**src/rtl/counter_mod.sv**
```systemverilog
`default_nettype none
// ============================================================================
// Module   : counter_mod
// Brief    : Modulo-(MAX+1) up/down counter with parallel load, one-shot mode
//            and terminal-count pulse. Optional prescaler: COUNTER_PRESCALER_EN.
// Revision : 1.0 - initial release
// ============================================================================
module counter_mod #(
    parameter int N   = 26,
    parameter int MAX = 2**N - 1,
    parameter int DIV = 1
) (
    input  logic         clk,
    input  logic         rstn,
    input  logic         en,
    input  logic         up,
    input  logic         oneshot,
    input  logic         start,
    input  logic         load,
    input  logic [N-1:0] load_val,
    output logic [N-1:0] data,
    output logic         tc,
    output logic         busy
);

    localparam logic [N-1:0] c_max = N'(MAX);

    typedef enum logic [0:0] {
        ST_IDLE = 1'b0,
        ST_RUN  = 1'b1
    } state_t;

    state_t       state_q, state_d;
    logic [N-1:0] data_q, data_d;
    logic         tc_q, tc_d;
    logic         tick;
    logic [N-1:0] term;
    logic [N-1:0] restart;
    logic [N-1:0] stepped;

`ifdef COUNTER_PRESCALER_EN
    localparam int              c_pw       = (DIV > 1) ? $clog2(DIV) : 1;
    localparam logic [c_pw-1:0] c_pre_last = c_pw'(DIV - 1);

    logic [c_pw-1:0] pre_q, pre_d;

    assign tick = en && (pre_q == c_pre_last);

    always_ff @(posedge clk) begin
        if (!rstn) begin
            pre_q <= '0;
        end else begin
            pre_q <= pre_d;
        end
    end
`else
    localparam int unused_div = DIV;

    assign tick = en;
`endif

    // Terminal and restart values track the current direction.
    assign term    = up ? c_max : '0;
    assign restart = up ? '0 : c_max;

    always_comb begin
        stepped = '0;
        if (up) begin
            stepped = (data_q == c_max) ? '0 : data_q + 1'b1;
        end else begin
            stepped = (data_q == '0) ? c_max : data_q - 1'b1;
        end
    end

    always_comb begin
        state_d = state_q;
        data_d  = data_q;
        tc_d    = 1'b0;
`ifdef COUNTER_PRESCALER_EN
        pre_d   = pre_q;
        if (en) begin
            pre_d = tick ? '0 : pre_q + 1'b1;
        end
`endif
        if (load) begin
            data_d  = (load_val > c_max) ? c_max : load_val;
            state_d = ST_IDLE;
`ifdef COUNTER_PRESCALER_EN
            pre_d   = '0;
`endif
        end else if (!oneshot) begin
            state_d = ST_IDLE;
            if (tick) begin
                data_d = stepped;
                tc_d   = (data_q == term);
            end
        end else if (state_q == ST_IDLE) begin
            if (start && en) begin
                state_d = ST_RUN;
                if (data_q == term) begin
                    data_d = restart;
                end
`ifdef COUNTER_PRESCALER_EN
                pre_d = '0;
`endif
            end
        end else if (tick) begin
            // One-shot never wraps: a wrap or arrival both end the run at term.
            if ((data_q == term) || (stepped == term)) begin
                data_d  = term;
                tc_d    = 1'b1;
                state_d = ST_IDLE;
            end else begin
                data_d = stepped;
            end
        end
    end

    always_ff @(posedge clk) begin
        if (!rstn) begin
            state_q <= ST_IDLE;
            data_q  <= '0;
            tc_q    <= 1'b0;
        end else begin
            state_q <= state_d;
            data_q  <= data_d;
            tc_q    <= tc_d;
        end
    end

    assign data = data_q;
    assign tc   = tc_q;
    assign busy = (state_q == ST_RUN);

endmodule
`default_nettype wire

```
**config.mk**
```make
export PLATFORM = sky130hd
export DESIGN_NAME = counter_mod
export DESIGN_NICKNAME = d
export VERILOG_FILES = /design/src/rtl/counter_mod.sv
export SDC_FILE = /design/constraint.sdc
export NUM_CORES = 1
export LEC_CHECK = 0
export ABC_AREA = 1
export ABC_CLOCK_PERIOD_IN_PS = 2390
export CAP_MARGIN = 20
export CORE_UTILIZATION = 30
export CTS_BUF_LIST = sky130_fd_sc_hd__clkbuf_4
export CTS_CLUSTER_DIAMETER = 120
export DETAILED_ROUTE_END_ITERATION = 10
export GPL_TIMING_DRIVEN = 0
export SLEW_MARGIN = 20
export SYNTH_ARGS = -nofsm -noshare
export SYNTH_HDL_FRONTEND = slang
export SYNTH_SLANG_ARGS = --single-unit
```
**constraint.sdc**
```tcl
create_clock -name clk -period 2.39 [get_ports clk]
set_input_delay 0.3585 -clock clk [delete_from_list [all_inputs] [get_ports clk]]
set_output_delay 0.3585 -clock clk [all_outputs]
set_load 0.02 [all_outputs]
```
==> metrics <==
hpwl dp between 10000 and 15000 um; Port Buffers 60; residual DRC count 0; worst min path class flop to flop; most frequent CP cell nand2_1; RSZ-0062 raised after global routing true; Crit Path Class flop to flop; antenna cell count 0; minimum clock period 2.870 ns; routed wire length 18760 um; wire per inst 16.18 um; Worst Path Required 2.66 ns; CP peak stage delay 0.45 ns; commonest non-fill, non-tap cell in the layout nand2_1; Layout area overhead 41.38%; post-layout util 44.12%; Clock Skew approximately 0.016 ns; Setup WS pre-CTS -1.565 ns; design area 6220 um2; hold path start data[10]; setup TNS -12.11 ns; Final GP Congestion between 0.9 and 1; Mapped Avg Cell Area between 4 and 5 um2; WP data arrival roughly 3.1 ns; Syn Inst Count 881; EDFF count, synth 0; Peak VDD IR approximately 0.00018 V; CTS H-tree lvls 1; Die ar. approximately 15000 um2; status finished with violations; Clock Root Buffer clkbuf_4; Slowest cell on crit path dfxtp_4; drt first pass iters 5; die height 123.1 um; sequential cell area fraction in the yosys report between 10% and 20%; Netlist Area Pre-Place approximately 4400 um2; CP Launch Point data[1]; sequence of cells on the critical path ha_4, nand2_4, nor2_4, nand2_4, nor2_4, nand2_4, buf_6, nand2_1, a21oi_1, nand2_1, nor2_1, nand2_1, nor2_4, nand2_4, nand2_4, nand2_8, buf_6, nand2_1, nand2_1, nand2_1, nand2_1, nand2_1, nand2_1, a21oi_2; Final ANT Viol Nets 0; CTS Buf Count 3; clock sink total 28; CP max FO 10; Rows 43; fmax 348.5 MHz; DR vias between 5000 and 6000; first-pass GRT wire length 29100 um; CP endpoint kind flop; cell taking the most area after synthesis nand2_1; via density per instance between 5 and 6; Synth Net Count 916; Netlist cell types 38; share of cells above drive strength 1 between 20% and 30%; I/O pin cnt around 60; failing checks negative setup slack; FF+latch count, synth 28; CTS Hold Buffers Added 0; placeable core area 14100 um2; worst setup margin -0.4795 ns; Hold Slack 0.5622 ns; CTS tree yes; Worst-Skew Late Latency 0.38 ns; die width 123.1 um; Worst-path clk slew 0.21 ns; fraction of registers with async set/reset 0%; YS warnings 0; Placed Area 5396 um2; worst-case clock buffer depth 2; Least-Margin Pin Slew 0.7756 ns; max cap viols 0; initial antenna violation count 0; period utilization 120.1%; Critical Path Source Type flop; Starting DRT DRC Count 399; top cells by area, synth nand2_1, dfxtp_1, nor2_1, nand3_1, inv_1; largest net degree at the start of global routing 16; power per cell area between 300 and 400 nW/um2; Final Hold Viols 0; Final setup violation count 28; vias in the first global route about 5400; Initial Util 31.21%; post-synth top area share 30.80%; FF-to-FF Start data[1]; P_leak 2.908 nW; GR Util All Layers 25.44%; grt ovf 0; Slew Viols, Final 0; most frequent cells in the layout nand2_1, nor2_1, nand3_1; # nets final just over 1000; ys flop type dfxtp_1; Slew Limit Headroom 48.29%
[routing by layer]
| metal | routed length [um] | vias to the layer above | global-route usage, % |
|---|---|---|---|
| met5 | 0 | - | 0 |
| met4 | 658 | 0 | 10.47 |
| met3 | 981 | 41 | 2.814 |
| met2 | 8465 | 180 | 40.84 |
| met1 | 8651 | 2674 | 34.51 |
| li1 | - | 2968 | - |
[metrics by stage]
step / total power, W / cells
after floorplan: 0.001361 / 881
after global placement: 0.001725 / 1121
after detailed placement: 0.001725 / 1121
after CTS: 0.002112 / 1148
after global routing: 0.002357 / 1159
final: 0.002185 / 1159
[state kept, by name, indices dropped and copies added, names as in the netlist]
signal / count
busy: 1
data: 26
tc: 1
[worst paths after layout]
kind,to,slack (ns),cells after the start
worst max-delay path,data[19],-0.48,24
worst min-delay path,data[10],0.56,2
worst max register to register,data[19],-0.48,24
worst min register to register,data[10],0.56,2
[cell families after synthesis]
kind of cell / Yosys count / share of synthesized area (%)
DFF: 28 / 12.74
adders and majority gates: 2 / 0.5687
xor gates and xnor gates: 10 / 1.991
muxes: 7 / 1.593
buffers and inverters: 116 / 11.15
AOI/OAI and AO/OA: 93 / 12.32
and+or+nand+nor: 625 / 59.64
[power by group]
part	internal [W]	total, W	switching [W]
Sequential	0.000513	0.000589	0.0000759
Clock	0.0000617	0.000252	0.000190
Combinational	0.000549	0.00134	0.000796
[cell type report]
cell class / count / area, um2
Fill cell: 1587 / 7876
Multi-Input combinational cell: 740 / 3884
Timing Repair Buffer: 96 / 902.1
Sequential cell: 28 / 608.1
Buffer: 46 / 320.3
Inverter: 65 / 254.0
Tap cell: 180 / 225.2
Clock buffer: 3 / 22.52
Clock inverter: 1 / 3.754
[synth_stat cells, drive strengths merged, types with 2 or more instances]
cell type    n
dfxtp       28
xor2         8
clkbuf      20
nand3       80
ha           2
nor3         6
mux2i        7
nand4        8
a21oi       43
nor2       137
nand2      370
clkinv       3
o21bai       3
or2         20
nand3b       2
buf         31
o21ai       42
inv         62
xnor2        2
[worst max-delay path, delay by kind of cell (launching register included)]
kind	cells	cell delay, ns
adders and majority gates	1	0.16
DFF	1	0.45
AOI/OAI and AO/OA	2	0.11
buffers and inverters	2	0.31
and+or+nand+nor	19	1.69
[repair_timing]
item                                   in CTS  in global routing
endpoints found under the hold margin       0                  0
setup endpoints to repair                  28                 28
cloned                                      4                  0
resized for setup                          92                 56
pin swaps                                  23                 23
buffers inserted                           23                 12
No activity file was read; power rests on OpenSTA's default activity.
